**config.mk**
```make
export PLATFORM = sky130hd
export DESIGN_NAME = ex_mem_stage
export DESIGN_NICKNAME = d
export VERILOG_FILES = /design/src/rtl/ex_mem_stage.sv
export SDC_FILE = /design/constraint.sdc
export NUM_CORES = 1
export LEC_CHECK = 0
export CAP_MARGIN = 10
export CORE_ASPECT_RATIO = 0.7
export CORE_MARGIN = 2
export CORE_UTILIZATION = 40
export DETAILED_ROUTE_END_ITERATION = 7
export PLACE_DENSITY_LB_ADDON = 0.12
export REMOVE_ABC_BUFFERS = 1
export SLEW_MARGIN = 20
export SYNTH_ARGS = -nofsm -noshare
export SYNTH_HDL_FRONTEND = slang
export SYNTH_SLANG_ARGS = --single-unit
export TNS_END_PERCENT = 30
```
**constraint.sdc**
```tcl
create_clock -name CLK -period 3 [get_ports CLK]
set_clock_uncertainty 0.05 [all_clocks]
set_input_delay 0.3 -clock CLK [delete_from_list [all_inputs] [get_ports CLK]]
set_output_delay 0.3 -clock CLK [all_outputs]
set_load 0.005 [all_outputs]
```
**src/rtl/ex_mem_stage.sv**
```systemverilog
// ex_mem_stage: RV32-style execute stage with an EX/MEM pipeline register and a branch/jump squash counter.
// Latency: ex_mem_* outputs are registered one cycle after their ID/EX inputs. redirect_o and redirect_pc_o are combinational.
// Backpressure: stall_i=1 freezes every register and the squash counter, and masks redirect_o.
// Ports: CLK/rst_n (async active-low); ID/EX operands and decode fields in; mem_wb_* is the writeback forwarding source;
//        redirect_o/redirect_pc_o go to fetch; ex_mem_* are the registered results.
// Optional feature: define EX_FWD_EN to enable operand forwarding from EX/MEM and MEM/WB.
//        With EX_FWD_EN undefined, Rs1_I and Rs2_I are used as they arrive.
module ex_mem_stage #(
   parameter int XLEN = 32
) (
   input  logic            CLK,
   input  logic            rst_n,
   input  logic            stall_i,
   input  logic [XLEN-1:0] PC_I,
   input  logic [XLEN-1:0] IMM_I,
   input  logic [XLEN-1:0] Rs1_I,
   input  logic [XLEN-1:0] Rs2_I,
   input  logic [6:0]      Opcode_I,
   input  logic [2:0]      Funct3_I,
   input  logic [2:0]      ALU_Ctrl_I,
   input  logic [1:0]      Src_to_Reg_I,
   input  logic [4:0]      id_ex_rs1,
   input  logic [4:0]      id_ex_rs2,
   input  logic [4:0]      id_ex_rd,
   input  logic            Branch_I,
   input  logic            Jump_I,
   input  logic            Sub_I,
   input  logic            ALU_Src1_Sel_I,
   input  logic            ALU_Src2_Sel_I,
   input  logic            Reg_Wr_En_I,
   input  logic            MEM_Wr_En_I,
   input  logic [XLEN-1:0] mem_wb_data,
   input  logic [4:0]      mem_wb_rd,
   input  logic            reg_mem_wb_wr,
   output logic            redirect_o,
   output logic [XLEN-1:0] redirect_pc_o,
   output logic [XLEN-1:0] ex_mem_alu_o,
   output logic [XLEN-1:0] ex_mem_store_o,
   output logic [XLEN-1:0] ex_mem_pc4_o,
   output logic [4:0]      ex_mem_rd_o,
   output logic [2:0]      ex_mem_funct3_o,
   output logic [1:0]      ex_mem_src_to_reg_o,
   output logic            ex_mem_reg_wr_o,
   output logic            ex_mem_mem_wr_o
);

   localparam logic [6:0] OPC_JALR = 7'b1100111;
   localparam logic [1:0] SRC_PC4  = 2'b10;

   logic [XLEN-1:0] ex_mem_alu_q, ex_mem_alu_d;
   logic [XLEN-1:0] ex_mem_store_q, ex_mem_store_d;
   logic [XLEN-1:0] ex_mem_pc4_q, ex_mem_pc4_d;
   logic [4:0]      ex_mem_rd_q, ex_mem_rd_d;
   logic [2:0]      ex_mem_funct3_q, ex_mem_funct3_d;
   logic [1:0]      ex_mem_src_to_reg_q, ex_mem_src_to_reg_d;
   logic            ex_mem_reg_wr_q, ex_mem_reg_wr_d;
   logic            ex_mem_mem_wr_q, ex_mem_mem_wr_d;
   logic [1:0]      squash_cnt_q, squash_cnt_d;

   logic [XLEN-1:0] rs1_fwd, rs2_fwd;
   logic [XLEN-1:0] op_a, op_b, alu_res, target;
   logic signed [XLEN-1:0] op_a_s;
   logic [4:0]      shamt;
   logic            live, br_eq, br_lt, br_ltu, br_cond, redirect_req;

   // Instructions in the two slots behind a taken redirect are wrong-path.
   assign live = (squash_cnt_q == 2'd0);

`ifdef EX_FWD_EN
   logic [XLEN-1:0] ex_mem_fwd_val;

   // A JAL/JALR in EX/MEM writes PC+4, not its ALU result.
   assign ex_mem_fwd_val = (ex_mem_src_to_reg_q == SRC_PC4) ? ex_mem_pc4_q : ex_mem_alu_q;

   // EX/MEM holds the younger value, so it takes priority over MEM/WB. x0 is never forwarded.
   always_comb begin
      rs1_fwd = Rs1_I;
      if (ex_mem_reg_wr_q && (ex_mem_rd_q != 5'd0) && (ex_mem_rd_q == id_ex_rs1))
         rs1_fwd = ex_mem_fwd_val;
      else if (reg_mem_wb_wr && (mem_wb_rd != 5'd0) && (mem_wb_rd == id_ex_rs1))
         rs1_fwd = mem_wb_data;
   end

   always_comb begin
      rs2_fwd = Rs2_I;
      if (ex_mem_reg_wr_q && (ex_mem_rd_q != 5'd0) && (ex_mem_rd_q == id_ex_rs2))
         rs2_fwd = ex_mem_fwd_val;
      else if (reg_mem_wb_wr && (mem_wb_rd != 5'd0) && (mem_wb_rd == id_ex_rs2))
         rs2_fwd = mem_wb_data;
   end
`else
   logic unused_fwd;

   assign rs1_fwd    = Rs1_I;
   assign rs2_fwd    = Rs2_I;
   assign unused_fwd = ^{mem_wb_data, mem_wb_rd, reg_mem_wb_wr, id_ex_rs1, id_ex_rs2};
`endif

   assign op_a   = ALU_Src1_Sel_I ? PC_I  : rs1_fwd;
   assign op_b   = ALU_Src2_Sel_I ? IMM_I : rs2_fwd;
   assign op_a_s = op_a;
   assign shamt  = op_b[4:0];

   always_comb begin
      alu_res = '0;
      case (ALU_Ctrl_I)
         3'b000: alu_res = Sub_I ? (op_a - op_b) : (op_a + op_b);
         3'b001: alu_res = op_a << shamt;
         3'b010: alu_res = {{(XLEN-1){1'b0}}, ($signed(op_a) < $signed(op_b))};
         3'b011: alu_res = {{(XLEN-1){1'b0}}, (op_a < op_b)};
         3'b100: alu_res = op_a ^ op_b;
         3'b101: begin
            // Separate branches keep SRA signed; a ?: would force both arms unsigned.
            if (Sub_I) alu_res = op_a_s >>> shamt;
            else       alu_res = op_a >> shamt;
         end
         3'b110: alu_res = op_a | op_b;
         default: alu_res = op_a & op_b;
      endcase
   end

   assign br_eq  = (rs1_fwd == rs2_fwd);
   assign br_lt  = ($signed(rs1_fwd) < $signed(rs2_fwd));
   assign br_ltu = (rs1_fwd < rs2_fwd);

   always_comb begin
      br_cond = 1'b0;
      case (Funct3_I)
         3'b000: br_cond = br_eq;
         3'b001: br_cond = ~br_eq;
         3'b100: br_cond = br_lt;
         3'b101: br_cond = ~br_lt;
         3'b110: br_cond = br_ltu;
         3'b111: br_cond = ~br_ltu;
         default: br_cond = 1'b0;
      endcase
   end

   assign redirect_req = live & ((Branch_I & br_cond) | Jump_I);

   // JALR clears bit 0 of its target. Branches and JAL are PC-relative.
   assign target = (Opcode_I == OPC_JALR) ? ((rs1_fwd + IMM_I) & {{(XLEN-1){1'b1}}, 1'b0})
                                          : (PC_I + IMM_I);

   assign redirect_o    = rst_n & ~stall_i & redirect_req;
   assign redirect_pc_o = rst_n ? target : '0;

   always_comb begin
      squash_cnt_d = squash_cnt_q;
      if (!stall_i) begin
         if (redirect_o)                 squash_cnt_d = 2'd2;
         else if (squash_cnt_q != 2'd0)  squash_cnt_d = squash_cnt_q - 2'd1;
      end
   end

   always_comb begin
      ex_mem_alu_d        = ex_mem_alu_q;
      ex_mem_store_d      = ex_mem_store_q;
      ex_mem_pc4_d        = ex_mem_pc4_q;
      ex_mem_rd_d         = ex_mem_rd_q;
      ex_mem_funct3_d     = ex_mem_funct3_q;
      ex_mem_src_to_reg_d = ex_mem_src_to_reg_q;
      ex_mem_reg_wr_d     = ex_mem_reg_wr_q;
      ex_mem_mem_wr_d     = ex_mem_mem_wr_q;
      if (!stall_i) begin
         ex_mem_alu_d        = alu_res;
         ex_mem_store_d      = rs2_fwd;
         ex_mem_pc4_d        = PC_I + XLEN'(4);
         ex_mem_rd_d         = id_ex_rd;
         ex_mem_funct3_d     = Funct3_I;
         ex_mem_src_to_reg_d = Src_to_Reg_I;
         // Wrong-path instructions flow through but cannot change architectural state.
         ex_mem_reg_wr_d     = Reg_Wr_En_I & live;
         ex_mem_mem_wr_d     = MEM_Wr_En_I & live;
      end
   end

   always_ff @(posedge CLK or negedge rst_n) begin
      if (!rst_n) begin
         ex_mem_alu_q        <= '0;
         ex_mem_store_q      <= '0;
         ex_mem_pc4_q        <= '0;
         ex_mem_rd_q         <= '0;
         ex_mem_funct3_q     <= '0;
         ex_mem_src_to_reg_q <= '0;
         ex_mem_reg_wr_q     <= 1'b0;
         ex_mem_mem_wr_q     <= 1'b0;
         squash_cnt_q        <= '0;
      end else begin
         ex_mem_alu_q        <= ex_mem_alu_d;
         ex_mem_store_q      <= ex_mem_store_d;
         ex_mem_pc4_q        <= ex_mem_pc4_d;
         ex_mem_rd_q         <= ex_mem_rd_d;
         ex_mem_funct3_q     <= ex_mem_funct3_d;
         ex_mem_src_to_reg_q <= ex_mem_src_to_reg_d;
         ex_mem_reg_wr_q     <= ex_mem_reg_wr_d;
         ex_mem_mem_wr_q     <= ex_mem_mem_wr_d;
         squash_cnt_q        <= squash_cnt_d;
      end
   end

   assign ex_mem_alu_o        = ex_mem_alu_q;
   assign ex_mem_store_o      = ex_mem_store_q;
   assign ex_mem_pc4_o        = ex_mem_pc4_q;
   assign ex_mem_rd_o         = ex_mem_rd_q;
   assign ex_mem_funct3_o     = ex_mem_funct3_q;
   assign ex_mem_src_to_reg_o = ex_mem_src_to_reg_q;
   assign ex_mem_reg_wr_o     = ex_mem_reg_wr_q;
   assign ex_mem_mem_wr_o     = ex_mem_mem_wr_q;

endmodule
```
-- Word level (Yosys, flattened, before mapping)
Cells that the tools add are included.
- memory bits (read-only): 0
- output and inout bits: 141
- bits of input ports: 206
- RAM bits: 0
- latch bits: 0
- flip-flop bits (word level): 110
- memories: 0
- div/mod/pow operators: 0
- equal/unequal tests: 13
- reductions and logical operators: 6
- bitwise logic cells: 14
- order comparisons: 4
- add/subtract/negate cells: 6
- multipliers: 0
- shifts and indexed selects: 3
- mux-type cells: 10
- operator list (cell ; number):
    32-bit one-hot mux with 7 select lines ; 1
    32-bit 2-to-1 mux ; 6
    32-bit < comparator ; 4
    32-bit adder ; 3
    32-bit by 3-bit adder with 32-bit output, second input constant ; 1
    32-bit AND ; 1
    32-bit equality test ; 1
    32-bit bitwise OR ; 1
    32-bit by 5-bit left shift with 32-bit output ; 1
    32-bit by 5-bit >> shifter with 32-bit output ; 1
    32-bit by 5-bit >>> shifter with 32-bit output ; 1
    32-bit subtractor ; 1
    32-bit XOR ; 1
    3-bit equality test, second input constant ; 7
    7-bit equality test, second input constant ; 1
    1-bit AND ; 6
    3-bit by 1-bit equality test with 1-bit output, second input constant ; 2
    3-bit by 2-bit equality test with 1-bit output, second input constant ; 2
    3-bit logical NOT ; 2
    1-bit one-hot mux with 6 select lines ; 1
    2-bit 2-to-1 mux ; 2
    1-bit NOT ; 4
    2-bit nonzero test ; 2
    2-bit logical NOT ; 1
    other kinds (3) ; 3

-- Depth between registers and ports, before layout
- depth after elaboration: 9
- gate-level depth with buffers: 20

-- Worst setup path before layout
Ideal clock, no wire load.
- kind: in2reg
- start point: input port ALU_Src2_Sel_I
- end point: register ex_mem_alu_q[23], in the netlist ex_mem_alu_o[23]
- arrival time: 4.017 ns
- cell stages on the path: 18
- path slack: -1.200 ns
- path through: buf_2 -> clkbuf_1 -> o21a_1 -> buf_2 -> buf_1 -> buf_1 -> ha_1 -> a21o_1 -> a221oi_2 -> nor4b_2 -> a211oi_1 -> o31a_1 -> nand3_1 -> a31oi_1 -> mux2i_1 -> xnor2_1 -> a2111oi_0 -> nor2_1
- word-level cells in the longest chain between the ends: 4
- ends and longest elaborated chain (what ; RTL line ; RTL):
    start, declared ; 29 ; input logic ALU_Src2_Sel_I,
    32-bit 2-to-1 mux (*) ; 100 ; assign op_b = ALU_Src2_Sel_I ? IMM_I : rs2_fwd;
    32-bit adder, or another cell as far along ; 107 ; 3'b000: alu_res = Sub_I ? (op_a - op_b) : (op_a + op_b);
    32-bit 2-to-1 mux (on tied branches) ; 107, 114 ;
    32-bit one-hot mux with 7 select lines (*) ; 106 ; case (ALU_Ctrl_I)
    end signal, assigned ; 190 ; ex_mem_alu_q <= ex_mem_alu_d;
    end, declared ; 50 ; logic [XLEN-1:0] ex_mem_alu_q, ex_mem_alu_d;
Mark *: on every way between the ends. The rest lies on a longest branch, timed or not.
A chain may end at the register's enable or synchronous reset.

-- Worst setup path after layout
- start point: input port PC_I[2]
- end point: output port redirect_pc_o[30]
- word-level cells in the longest chain between the ends: 3
- ends and longest elaborated chain (what ; RTL line ; RTL):
    start, declared ; 14 ; input logic [XLEN-1:0] PC_I,
    32-bit adder ; 143 ; : (PC_I + IMM_I);
    32-bit 2-to-1 mux ; 142 ; assign target = (Opcode_I == OPC_JALR) ? ((rs1_fwd + IMM_I) & {{(XLEN-1){1'b1}}, 1'b0})
    32-bit 2-to-1 mux ; 146 ; assign redirect_pc_o = rst_n ? target : '0;
    end, declared ; 36 ; output logic [XLEN-1:0] redirect_pc_o,
No other way between the ends.

==> results.json <==
{
  "power.density_nw_per_um2": 342,
  "cts_buffers": 9,
  "dpl.cell_count": 3902,
  "grt_usage_pct": 38.3,
  "ctsLongestPathBuffers": 2,
  "drv_cap": 0,
  "ys_types": 94,
  "ctsHtreeMaxLevel": 3,
  "hold_class": "primary input to register",
  "num_rows": 64,
  "worstSetupEndpointType": "output pin",
  "finalWorstSetupSlack_ns": -0.801,
  "syn_inst": 2436,
  "outcome": "finished with violations",
  "ant_nets": 0,
  "critPathRequiredTime_ns": 2.65,
  "critical-path-max-stage-delay_ns": 0.47,
  "clk_pin_slew_ns": 0.08,
  "violations": "negative setup slack",
  "drtPass1Iterations": 8,
  "crit_chain": "dlygate4sd2_1 > ha_1 > a21o_1 > a21o_1 > a211oi_2 > o31ai_2 > o311a_4 > a2111oi_4 > buf_4 > o31ai_4 > nand4_1 > nand3_2 > xnor2_2 > o221ai_2 > buf_2",
  "drv_slew": 0,
  "clock_sinks": 110,
  "ys.flop_type": "dfrtp_1",
  "ios": 347,
  "grt_pass1_vias": 22200,
  "slowest_stage": "a2111oi_4",
  "gp_congestion": 1.03,
  "fin_util_pct": 67.1,
  "chipHeight_um": 179,
  "cts_root_buf": "clkbuf_16",
  "syn_area_per_cell_um2": 7.22,
  "drcViolationCount": 0,
  "wire_per_inst_um": 22.9,
  "hpwl_um": 70400,
  "drive_gt1_share_pct": 36.8,
  "drtIter0Drc": 2458,
  "cp_max_fo": 4,
  "start_util_pct": 40.4,
  "rsz0062_at_grt": "true",
  "grt_max_degree": 95,
  "die-area_um2": 45700,
  "synth_seq_cells": 110,
  "fp.dieW_um": 255,
  "dr_total_vias": 23100,
  "hold_violations": 0,
  "crit_type": "primary input to output pin",
  "layout_common_cells": "buf_4, nand2_1, nor2_1",
  "layout_commonest_cell": "buf_4",
  "synth-edff-count": 0,
  "arrival_ns": 3.45,
  "crit_top_cell": "a21o_1",
  "place_ws_ns": -1.77,
  "worst_pin_slew_ns": 0.844,
  "final_cell_area_um2": 29200,
  "peakVddDrop_uv": 334,
  "clk_latency_ns": 0.41,
  "port-buffer-count": 298,
  "placed_area_um2": 26000,
  "core_um2": 43600,
  "fillerInstances": 3637,
  "p_leak_nw": 13.6,
  "via_per_inst": 5.79,
  "tritoncts": "done",
  "async_flop_share_pct": 100,
  "post-route-min-period_ns": 3.80,
  "overflow": 0,
  "fmax_mhz": 263,
  "yosys_warnings": 0,
  "syn2layout_area_growth_pct": 66.2,
  "start_kind": "primary input",
  "netlist_area_um2": 17600,
  "antenna_found_initial": 6,
  "nets": 3795,
  "fin_cells": 3995,
  "finalCritPeriodShare_pct": 127,
  "slew_headroom_pct": 43.1,
  "yosysSeqAreaShare_pct": 15.6,
  "routed_wl_um": 91600,
  "finalSetupViolCount": 48,
  "grt_pass1_wl_um": 134000
}
area by class of cell:
cell class,count,area [um2],share of cell area [%]
Multi-Input combinational cell,2024,15600,53.5
Clock buffer,9,225,0.770
Sequential cell,110,2750,9.41
Inverter,160,618,2.11
Antenna cell,3,7.51,0.0257
Timing Repair Buffer,1088,9140,31.2
Tap cell,594,743,2.54
Clock inverter,7,113,0.385
logic make-up (layout without fill, tap and decap cells):
family,Yosys count,in the layout,share of synthesized area [%]
compound gates,869,869,31.9
simple gates,748,748,18.8
buf+inv,302,1264,7.94
fa+ha+maj,196,196,14.1
flops,110,110,15.6
xor+xnor,106,106,5.28
mux,105,105,6.31
other cells,0,3,0
repair_timing:
action / in CTS / in global routing
hold buffers: 1 / 0
cloned: 1 / 0
buffers inserted: 49 / 37
endpoints found under the setup margin: 64 / 62
hold endpoints to repair: 43 / 0
resized for setup: 543 / 231
pin swaps: 157 / 125
cells in the mapped netlist (all sizes together) (22+ instances only):
cell type	number	area, um2
o221ai	22	199
dfrtp	110	2750
nand3	44	220
o21a	44	330
mux2i	70	716
xor2	43	377
inv	158	596
nand2	292	1100
xnor2	63	552
ha	192	2400
buf	50	328
a211oi	49	373
a21oi	233	1170
clkbuf	92	465
o211ai	31	238
nor3	36	180
o21bai	22	165
o22ai	25	156
a21o	52	390
o21ai	241	1210
mux2	35	394
nor2	241	905
report_power, final:
group / internal (mW) / switching [mW] / total (mW)
sequential: 1.66 / 0.105 / 1.77
combinational: 3.25 / 3.43 / 6.67
clock: 0.816 / 0.740 / 1.56
worst paths after layout:
| check | from | endpoint | slack [ns] | cells after the start |
|---|---|---|---|---|
| max in group asynchronous | rst_n | ex_mem_store_o[20] | 1.87 | 4 |
| max | PC_I[2] | redirect_pc_o[30] | -0.80 | 15 |
| min reg2reg | ex_mem_pc4_o[7] | ex_mem_pc4_o[7] | 0.44 | 2 |
| min | Rs2_I[9] | ex_mem_store_o[9] | 0.13 | 3 |
| max reg2reg | squash_cnt_q[0] | squash_cnt_q[1] | 1.51 | 6 |
| min in group asynchronous | rst_n | ex_mem_rd_o[2] | 0.25 | 2 |
metal layers:
metal	routed length [um]	track usage, %
met4	2820	10.0
met1	40500	54.8
met5	13	0
met2	39200	57.8
met3	8970	8.47
critical path: cells and delay by family:
| kind | cells | cell delay (ns) |
|---|---|---|
| and+or+nand+nor | 2 | 0.21 |
| buffers and inverters | 3 | 0.61 |
| adders and majority gates | 1 | 0.31 |
| AOI/OAI and AO/OA | 8 | 1.86 |
| xor gates and xnor gates | 1 | 0.15 |
metrics by stage:
step	hold slack [ns]	total power [mW]	setup TNS [ns]
2_1_floorplan	-0.0456	4.33	-73.36
3_3_place_gp	0.106	7.43	-68.09
3_5_place_dp	0.106	7.51	-71.86
4_1_cts	0.174	9.52	-17.42
5_1_grt	0.123	10.5	-22.68
6_report	0.126	10.0	-18.59
registers in the layout, summed over array words and instances, names as in the netlist:
signal               flops
ex_mem_rd_o              5
ex_mem_alu_o            32
ex_mem_reg_wr_o          1
ex_mem_pc4_o            32
ex_mem_store_o          32
ex_mem_mem_wr_o          1
ex_mem_funct3_o          3
ex_mem_src_to_reg_o      2
squash_cnt_q             2
(Power assumes the default switching activity.)
